===== config.mk =====
export PLATFORM = sky130hd
export DESIGN_NAME = running_high_pipelined
export DESIGN_NICKNAME = d
export VERILOG_FILES = /design/src/rtl/running_high_pipelined.sv
export SDC_FILE = /design/constraint.sdc
export NUM_CORES = 1
export LEC_CHECK = 0
export CORE_MARGIN = 5
export CORE_UTILIZATION = 45
export CTS_CLUSTER_SIZE = 30
export DETAILED_ROUTE_END_ITERATION = 10
export PLACE_DENSITY = 0.61
export SKIP_LAST_GASP = 1
export SLEW_MARGIN = 20
export SYNTH_ARGS = -nofsm -noshare
export SYNTH_HDL_FRONTEND = slang
export SYNTH_SLANG_ARGS = --single-unit

===== constraint.sdc =====
create_clock -name clk -period 1.7 [get_ports clk]
set_input_delay 0.34 -clock clk [delete_from_list [all_inputs] [get_ports clk]]
set_output_delay 0.34 -clock clk [all_outputs]
set_load 0.02 [all_outputs]

===== src/rtl/running_high_pipelined.sv =====
// ----------------------------------------------------------------------------
// running_high_pipelined
//
// Sliding-window running maximum over the last DEPTH accepted samples.
// The window is a valid-gated shift register with a per-slot occupancy mask.
// The maximum is found by a comparator tree that has one register per level.
// Each accepted sample produces exactly one output beat, L+1 cycles later,
// where L = clog2(DEPTH).
//
// Parameters:
//   WIDTH  - sample width in bits (>= 1)
//   DEPTH  - window length; power of two, >= 2
//   SIGNED - 0: unsigned compare, 1: two's-complement compare
//
// Ports:
//   clk        - clock; all state changes on the rising edge
//   reset_n    - asynchronous active-low reset
//   in_valid   - accept in_data this cycle (no backpressure)
//   in_data    - sample
//   flush      - synchronous window clear; also kills beats in flight
//   out_valid  - one-cycle pulse per accepted sample
//   out_high   - max over the occupied slots for that sample (held between beats)
//   out_count  - occupied slots at that sample, 1..DEPTH (held between beats)
//   out_idx    - age of the max, 0 = newest (held between beats)
//
// Build option:
//   HIGH_INDEX_EN - when defined, the age of each candidate is carried through
//                   the tree and drives out_idx; otherwise out_idx is tied to 0.
// ----------------------------------------------------------------------------
module running_high_pipelined #(
    parameter int unsigned WIDTH  = 8,
    parameter int unsigned DEPTH  = 8,
    parameter int unsigned SIGNED = 0
) (
    input  logic                       clk,
    input  logic                       reset_n,
    input  logic                       in_valid,
    input  logic [WIDTH-1:0]           in_data,
    input  logic                       flush,
    output logic                       out_valid,
    output logic [WIDTH-1:0]           out_high,
    output logic [$clog2(DEPTH):0]     out_count,
    output logic [$clog2(DEPTH)-1:0]   out_idx
);

    localparam int unsigned L  = $clog2(DEPTH);
    localparam int unsigned AW = L;
    localparam int unsigned CW = L + 1;
    localparam logic [CW-1:0] FullCount = CW'(DEPTH);

    // ------------------------------------------------------------------------
    // Window: slot 0 is the newest sample
    // ------------------------------------------------------------------------
    logic [WIDTH-1:0] data_q [DEPTH];
    logic [WIDTH-1:0] data_d [DEPTH];
    logic [DEPTH-1:0] occ_q, occ_d, occ_base;
    logic [CW-1:0]    fill_q, fill_d, fill_base;

    // Beat pipe: index 0 is the window stage, index k is tree level k.
    logic [L:0]       vld_q, vld_d;
    logic [CW-1:0]    cnt_q [L+1];
    logic [CW-1:0]    cnt_d [L+1];

    // Tree stored heap-style: node i has children 2i and 2i+1, node 1 is the
    // root, and heap positions DEPTH..2*DEPTH-1 are the window slots. Because
    // every node is registered, level k always sees level k-1 of the previous
    // cycle, so each window snapshot moves up the tree coherently.
    logic [WIDTH-1:0] node_val_q [1:DEPTH-1];
    logic [WIDTH-1:0] node_val_d [1:DEPTH-1];
    logic [DEPTH-1:1] node_vld_q, node_vld_d;

    logic [WIDTH-1:0]   all_val [1:2*DEPTH-1];
    logic [2*DEPTH-1:1] all_vld;

`ifdef HIGH_INDEX_EN
    logic [AW-1:0] node_age_q [1:DEPTH-1];
    logic [AW-1:0] node_age_d [1:DEPTH-1];
    logic [AW-1:0] all_age    [1:2*DEPTH-1];
    logic [AW-1:0] out_idx_q, out_idx_d;
`endif

    logic             out_valid_q, out_valid_d;
    logic [WIDTH-1:0] out_high_q, out_high_d;
    logic [CW-1:0]    out_count_q, out_count_d;

    function automatic logic gt(input logic [WIDTH-1:0] x, input logic [WIDTH-1:0] y);
        if (SIGNED != 0) begin
            return $signed(x) > $signed(y);
        end
        return x > y;
    endfunction

    // ------------------------------------------------------------------------
    // Window and fill counter. Flush is applied before a same-cycle load.
    // ------------------------------------------------------------------------
    always_comb begin
        occ_base  = flush ? '0 : occ_q;
        fill_base = flush ? '0 : fill_q;
        data_d    = data_q;
        occ_d     = occ_base;
        fill_d    = fill_base;
        if (in_valid) begin
            data_d[0] = in_data;
            for (int s = 1; s < DEPTH; s++) begin
                data_d[s] = data_q[s-1];
            end
            occ_d  = {occ_base[DEPTH-2:0], 1'b1};
            fill_d = (fill_base == FullCount) ? fill_base : fill_base + 1'b1;
        end
    end

    // ------------------------------------------------------------------------
    // Beat pipe: valid and count travel alongside the tree levels
    // ------------------------------------------------------------------------
    always_comb begin
        vld_d    = '0;
        vld_d[0] = in_valid;
        cnt_d[0] = fill_d;
        for (int k = 1; k <= L; k++) begin
            vld_d[k] = vld_q[k-1] & ~flush;
            cnt_d[k] = cnt_q[k-1];
        end
    end

    // ------------------------------------------------------------------------
    // Comparator tree
    // ------------------------------------------------------------------------
    always_comb begin
        for (int i = 1; i < DEPTH; i++) begin
            all_val[i] = node_val_q[i];
            all_vld[i] = node_vld_q[i];
`ifdef HIGH_INDEX_EN
            all_age[i] = node_age_q[i];
`endif
        end
        for (int s = 0; s < DEPTH; s++) begin
            all_val[DEPTH+s] = data_q[s];
            all_vld[DEPTH+s] = occ_q[s];
`ifdef HIGH_INDEX_EN
            all_age[DEPTH+s] = AW'(s);
`endif
        end
    end

    always_comb begin
        for (int i = 1; i < DEPTH; i++) begin
            logic take_b;
            // Left subtree always holds the younger slots, so on a tie the
            // left child is kept. An unoccupied left child never wins.
            take_b = ~all_vld[2*i] |
                     (all_vld[2*i+1] & gt(all_val[2*i+1], all_val[2*i]));
            node_vld_d[i] = all_vld[2*i] | all_vld[2*i+1];
            node_val_d[i] = take_b ? all_val[2*i+1] : all_val[2*i];
`ifdef HIGH_INDEX_EN
            node_age_d[i] = take_b ? all_age[2*i+1] : all_age[2*i];
`endif
        end
    end

    // ------------------------------------------------------------------------
    // Output stage: outputs hold between beats
    // ------------------------------------------------------------------------
    always_comb begin
        out_valid_d = vld_q[L] & ~flush;
        out_high_d  = out_high_q;
        out_count_d = out_count_q;
`ifdef HIGH_INDEX_EN
        out_idx_d   = out_idx_q;
`endif
        if (out_valid_d) begin
            out_high_d  = node_val_q[1];
            out_count_d = cnt_q[L];
`ifdef HIGH_INDEX_EN
            out_idx_d   = node_age_q[1];
`endif
        end
    end

    // ------------------------------------------------------------------------
    // State
    // ------------------------------------------------------------------------
    always_ff @(posedge clk or negedge reset_n) begin
        if (!reset_n) begin
            for (int s = 0; s < DEPTH; s++) begin
                data_q[s] <= '0;
            end
            occ_q  <= '0;
            fill_q <= '0;
            vld_q  <= '0;
            for (int k = 0; k <= L; k++) begin
                cnt_q[k] <= '0;
            end
            for (int i = 1; i < DEPTH; i++) begin
                node_val_q[i] <= '0;
`ifdef HIGH_INDEX_EN
                node_age_q[i] <= '0;
`endif
            end
            node_vld_q  <= '0;
            out_valid_q <= 1'b0;
            out_high_q  <= '0;
            out_count_q <= '0;
`ifdef HIGH_INDEX_EN
            out_idx_q   <= '0;
`endif
        end else begin
            data_q <= data_d;
            occ_q  <= occ_d;
            fill_q <= fill_d;
            vld_q  <= vld_d;
            cnt_q  <= cnt_d;
            node_val_q <= node_val_d;
            node_vld_q <= node_vld_d;
`ifdef HIGH_INDEX_EN
            node_age_q <= node_age_d;
            out_idx_q  <= out_idx_d;
`endif
            out_valid_q <= out_valid_d;
            out_high_q  <= out_high_d;
            out_count_q <= out_count_d;
        end
    end

    assign out_valid = out_valid_q;
    assign out_high  = out_high_q;
    assign out_count = out_count_q;
`ifdef HIGH_INDEX_EN
    assign out_idx   = out_idx_q;
`else
    assign out_idx   = '0;
`endif

endmodule

After elaboration in Yosys (flattened, before gate mapping)
Cells that the tools add are included.
- memories kept: 0
- latch bits: 0
- bits in registers: 168
- bits in writable memories: 0
- ROM bits: 0
- word-level logic and storage cells: 81
- input port bits: 12
- bitwise logic cells: 33
- add/subtract/negate cells: 1
- equality and inequality tests: 1
- $lt $le $gt $ge: 7
- divide/modulo/power cells: 0
- reduce and logical (&&, ||, !) cells: 1
- shift-type cells: 0
- multiply operators: 0
- muxes and demuxes: 12
- operators by type and width (operator ; number):
    $mux 8 ; 9
    $gt 8x8->1 ; 7
    $or 1x1->1 ; 14
    $mux 4 ; 3
    $and 1x1->1 ; 11
    $not 1->1 ; 8
    $add 4x1->4 const B ; 1
    $eq 4x4->1 const B ; 1
    $reduce_bool 2->1 ; 1

Logic depth before layout (Yosys ltp)
- word-level depth: 4
- mapped depth: 8

Worst setup path after synthesis
OpenSTA, ideal clock, no wires.
- kind: register to register
- start: register data_q, in the netlist all_val[49]
- end: register node_val_q, in the netlist all_val[94]
- slack: -0.072 ns
- period minus slack after synthesis: 1.772 ns
- stages on the path, launching flop included: 7
- path buffers: 0
- arrival time: 1.641 ns
- path through: dfrtp_1 -> ha_1 -> nor2b_4 -> o211ai_4 -> a21oi_4 -> o211a_1 -> or3_1
- RTL lines (what ; RTL line ; RTL):
    from (decl) ; 54 ; logic [WIDTH-1:0] data_q [DEPTH];
    from (signal assigned) ; 207 ; data_q <= data_d;
    to (signal assigned) ; 212 ; node_val_q <= node_val_d;
    to (decl) ; 68 ; logic [WIDTH-1:0] node_val_q [1:DEPTH-1];

==> flow_metrics.env <==
export IMPL_tritoncts="built"
export IMPL_p_leak_uw=0.00565
export IMPL_cts_buffers=17
export IMPL_grtUsageTotal_pct=19.2
export IMPL_criticalPathCategory="reg2reg"
export IMPL_drive_above_1_share_pct=34.0
export IMPL_r2r_end="all_val[78]"
export IMPL_die_w_um=149
export IMPL_timing_rr_start="all_val[25]"
export IMPL_cts_sinks=167
export IMPL_reg2reg_depth=7
export IMPL_rsz0062_at_grt="yes"
export IMPL_first_pass_iters=5
export IMPL_grt_max_degree=52
export IMPL_min_to="all_val[26]"
export IMPL_drv_cap=0
export IMPL_min_delay_start="in_valid"
export IMPL_setup_ws_ns=-0.116
export IMPL_num_antenna_cells=0
export IMPL_detail_route_antenna_nets=0
export IMPL_syn_to_final_growth_pct=39.6
export IMPL_min_path_cells=3
export IMPL_cp_max_fo=4
export IMPL_worst_setup_path_end_kind="flop"
export IMPL_rrSetupSlack_ns=-0.12
export IMPL_ys_warn_count=0
export IMPL_std_cell_rows=50
export IMPL_drv_slew=0
export IMPL_routabilityCongestion=0.827
export IMPL_io_pins=28
export IMPL_finClkSkew_ns=0.0140
export IMPL_netlist_area_sq_um=8650
export IMPL_p_per_area_nw_per_um2=1160
export IMPL_ctsRootBufferMaster="clkbuf_16"
export IMPL_required_ns=2.01
export IMPL_ys_seq_elements=167
export IMPL_fin_area_sq_um=12100
export IMPL_die_y_um=149
export IMPL_clkLatencyLatePin_ns=0.44
export IMPL_grt_pass1_vias=7069
export IMPL_core_area_sq_um=18800
export IMPL_violations="negative setup slack"
export IMPL_critical_path_startpoint_type="flop"
export IMPL_grt_ovfl_total=0
export IMPL_seq_area_frac_synth_pct=48.3
export IMPL_grt_first_pass_wirelength_um=34500
export IMPL_ir_drop_mv=0.759
export IMPL_antenna_found_initial=0
export IMPL_drt_wl_total_um=21200
export IMPL_dpl_instance_area_sq_um=10400
export IMPL_postSynthAreaPerCell_sq_um=9.30
export IMPL_routed_via_density=5.25
export IMPL_finalPower_uw=14000
export IMPL_setup_violations=14
export IMPL_cts_buffer_depth=2
export IMPL_outcome="finished with violations"
export IMPL_path_clk_slew_ns=0.07
export IMPL_fmax_mhz=551
export IMPL_finalCritPeriodShare_pct=107
export IMPL_cp_arrival_ns=2.12
export IMPL_syn_instance_count=931
export IMPL_fp_dieArea_sq_um=22100
export IMPL_htreeDepth=4
export IMPL_ys_types=37
export IMPL_dp_hpwl_um=14200
export IMPL_drtIter0Drc=362
export IMPL_drc=0
export IMPL_port_buffers=24
export IMPL_post_drt_wl_per_cell_um=15.1
export IMPL_finalHoldViolations=0
export IMPL_vias=7382
export IMPL_initial_core_util_pct=46.0
export IMPL_fin_nets=1202
export IMPL_period_minus_slack_ns=1.82
export IMPL_hp_class="in2reg"
==> layout make-up <==
class,instances,area (sq um)
fill,1478,6750
multi-input combinational,631,4720
tap,260,325
clock buffer,17,425
clock inverter,15,196
timing repair buffer,225,1900
inverter,90,338
sequential,167,4180
==> sequential cells by signal, summed over array words and instances (netlist names) <==
| name | flops |
|---|---|
| cnt_d | 12 |
| out_high | 8 |
| all_val | 120 |
| vld_q | 4 |
| occ_q | 8 |
| out_count | 4 |
| node_vld_q | 6 |
| out_valid | 1 |
| cnt_q | 4 |
==> worst max-delay path, stage by stage (launching register included) <==
cell and delay [ns]:
dfrtp_1 0.39, inv_2 0.08, ha_4 0.20, nor2b_4 0.12, o211ai_2 0.23, a21oi_4 0.11
o211a_1 0.21, or3_4 0.35
==> Yosys cell counts (all sizes together) <==
master / count / area [sq um]
dfrtp: 167 / 4180
nand2: 156 / 586
inv: 90 / 338
a21oi: 82 / 448
o21ai: 69 / 345
nor2: 62 / 233
o211ai: 60 / 479
ha: 58 / 726
o22ai: 32 / 200
buf: 27 / 141
o311ai: 24 / 210
clkbuf: 21 / 78.8
mux2: 16 / 180
nand4: 15 / 100
nor2b: 11 / 98.8
mux2i: 7 / 70.1
o21a: 7 / 52.6
or2: 6 / 37.5
a21o: 5 / 41.3
nor3: 4 / 20.0
o211a: 4 / 40.0
or3: 4 / 25.0
conb: 1 / 3.75
nand3: 1 / 5.00
o31ai: 1 / 7.51
xor2: 1 / 8.76
==> metrics by stage <==
stage	instances	TNS (ns)	hold WS [ns]	setup WS (ns)	utilization (%)
3_3_place_gp	1335	-2.36	0.239	-0.159	55.0
2_1_floorplan	933	-0.223	0.0444	-0.0591	-
6_report	1405	-0.661	0.284	-0.116	64.2
5_1_grt	1405	-3.15	0.319	-0.196	64.2
4_1_cts	1387	-0.706	0.291	-0.112	60.4
3_5_place_dp	1335	-3.63	0.239	-0.184	55.0
==> worst max path at each step <==
stage          depth (start not counted)  slack, ns         from           to
3_5_place_dp                           7      -0.18  all_val[25]  all_val[78]
5_1_grt                                7      -0.20  all_val[25]  all_val[78]
3_3_place_gp                           7      -0.16  all_val[25]  all_val[78]
4_1_cts                                6      -0.11  all_val[17]  all_val[78]
6_report                               7      -0.12  all_val[25]  all_val[78]
2_1_floorplan                          7      -0.06  all_val[25]  all_val[78]
==> cell usage in the layout, fill, tap and decap left out, types with 5 or more instances in the layout <==
cell type	n
a21oi_1	43
a21oi_2	30
a21oi_4	12
buf_12	7
buf_4	179
buf_6	13
clkbuf_16	18
clkdlybuf4s50_1	9
clkinv_8	7
dfrtp_1	167
dlygate4sd2_1	13
ha_1	32
ha_4	26
inv_1	75
inv_2	15
mux2_2	16
mux2i_1	7
nand2_1	152
nand4_1	14
nor2_1	61
nor2b_1	5
nor2b_4	6
o211ai_1	56
o21ai_0	62
o22ai_1	17
o22ai_2	15
o311ai_1	22
or2_2	6
==> logic make-up (layout without fill, tap and decap cells) <==
kind of cell	after synthesis	after routing	synth area share [%]
and+or+nand+nor	259	259	12.8
xor gates and xnor gates	1	1	0.101
adders and majority gates	58	58	8.39
AOI/OAI and AO/OA	284	287	21.1
DFF	167	167	48.3
muxes	23	23	2.89
buffers and inverters	138	347	6.45
other	1	3	0.0433
==> repair_timing <==
| item | 4_1_cts | 5_1_grt |
|---|---|---|
| hold buffers | 1 | 0 |
| gates cloned | 5 | 1 |
| pin swaps | 26 | 65 |
| setup endpoints to repair | 64 | 56 |
| endpoints found under the hold margin | 24 | 0 |
| resized for setup | 70 | 108 |
| buffers inserted | 14 | 21 |
==> routing by layer <==
metal | up-vias | GRT usage (%) | share of wire (%)
li1 | 3664 | - | -
met1 | 3569 | 26.4 | 47
met2 | 121 | 31.2 | 49
met3 | 28 | 3.63 | 3.1
met4 | 0 | 5.27 | 1.6
met5 | - | 0 | 0
==> power breakdown <==
part | internal (uW) | switching (uW)
logic | 2400 | 2530
clock network | 2010 | 1920
registers | 4650 | 451
Power figures use the tool's default switching activity.
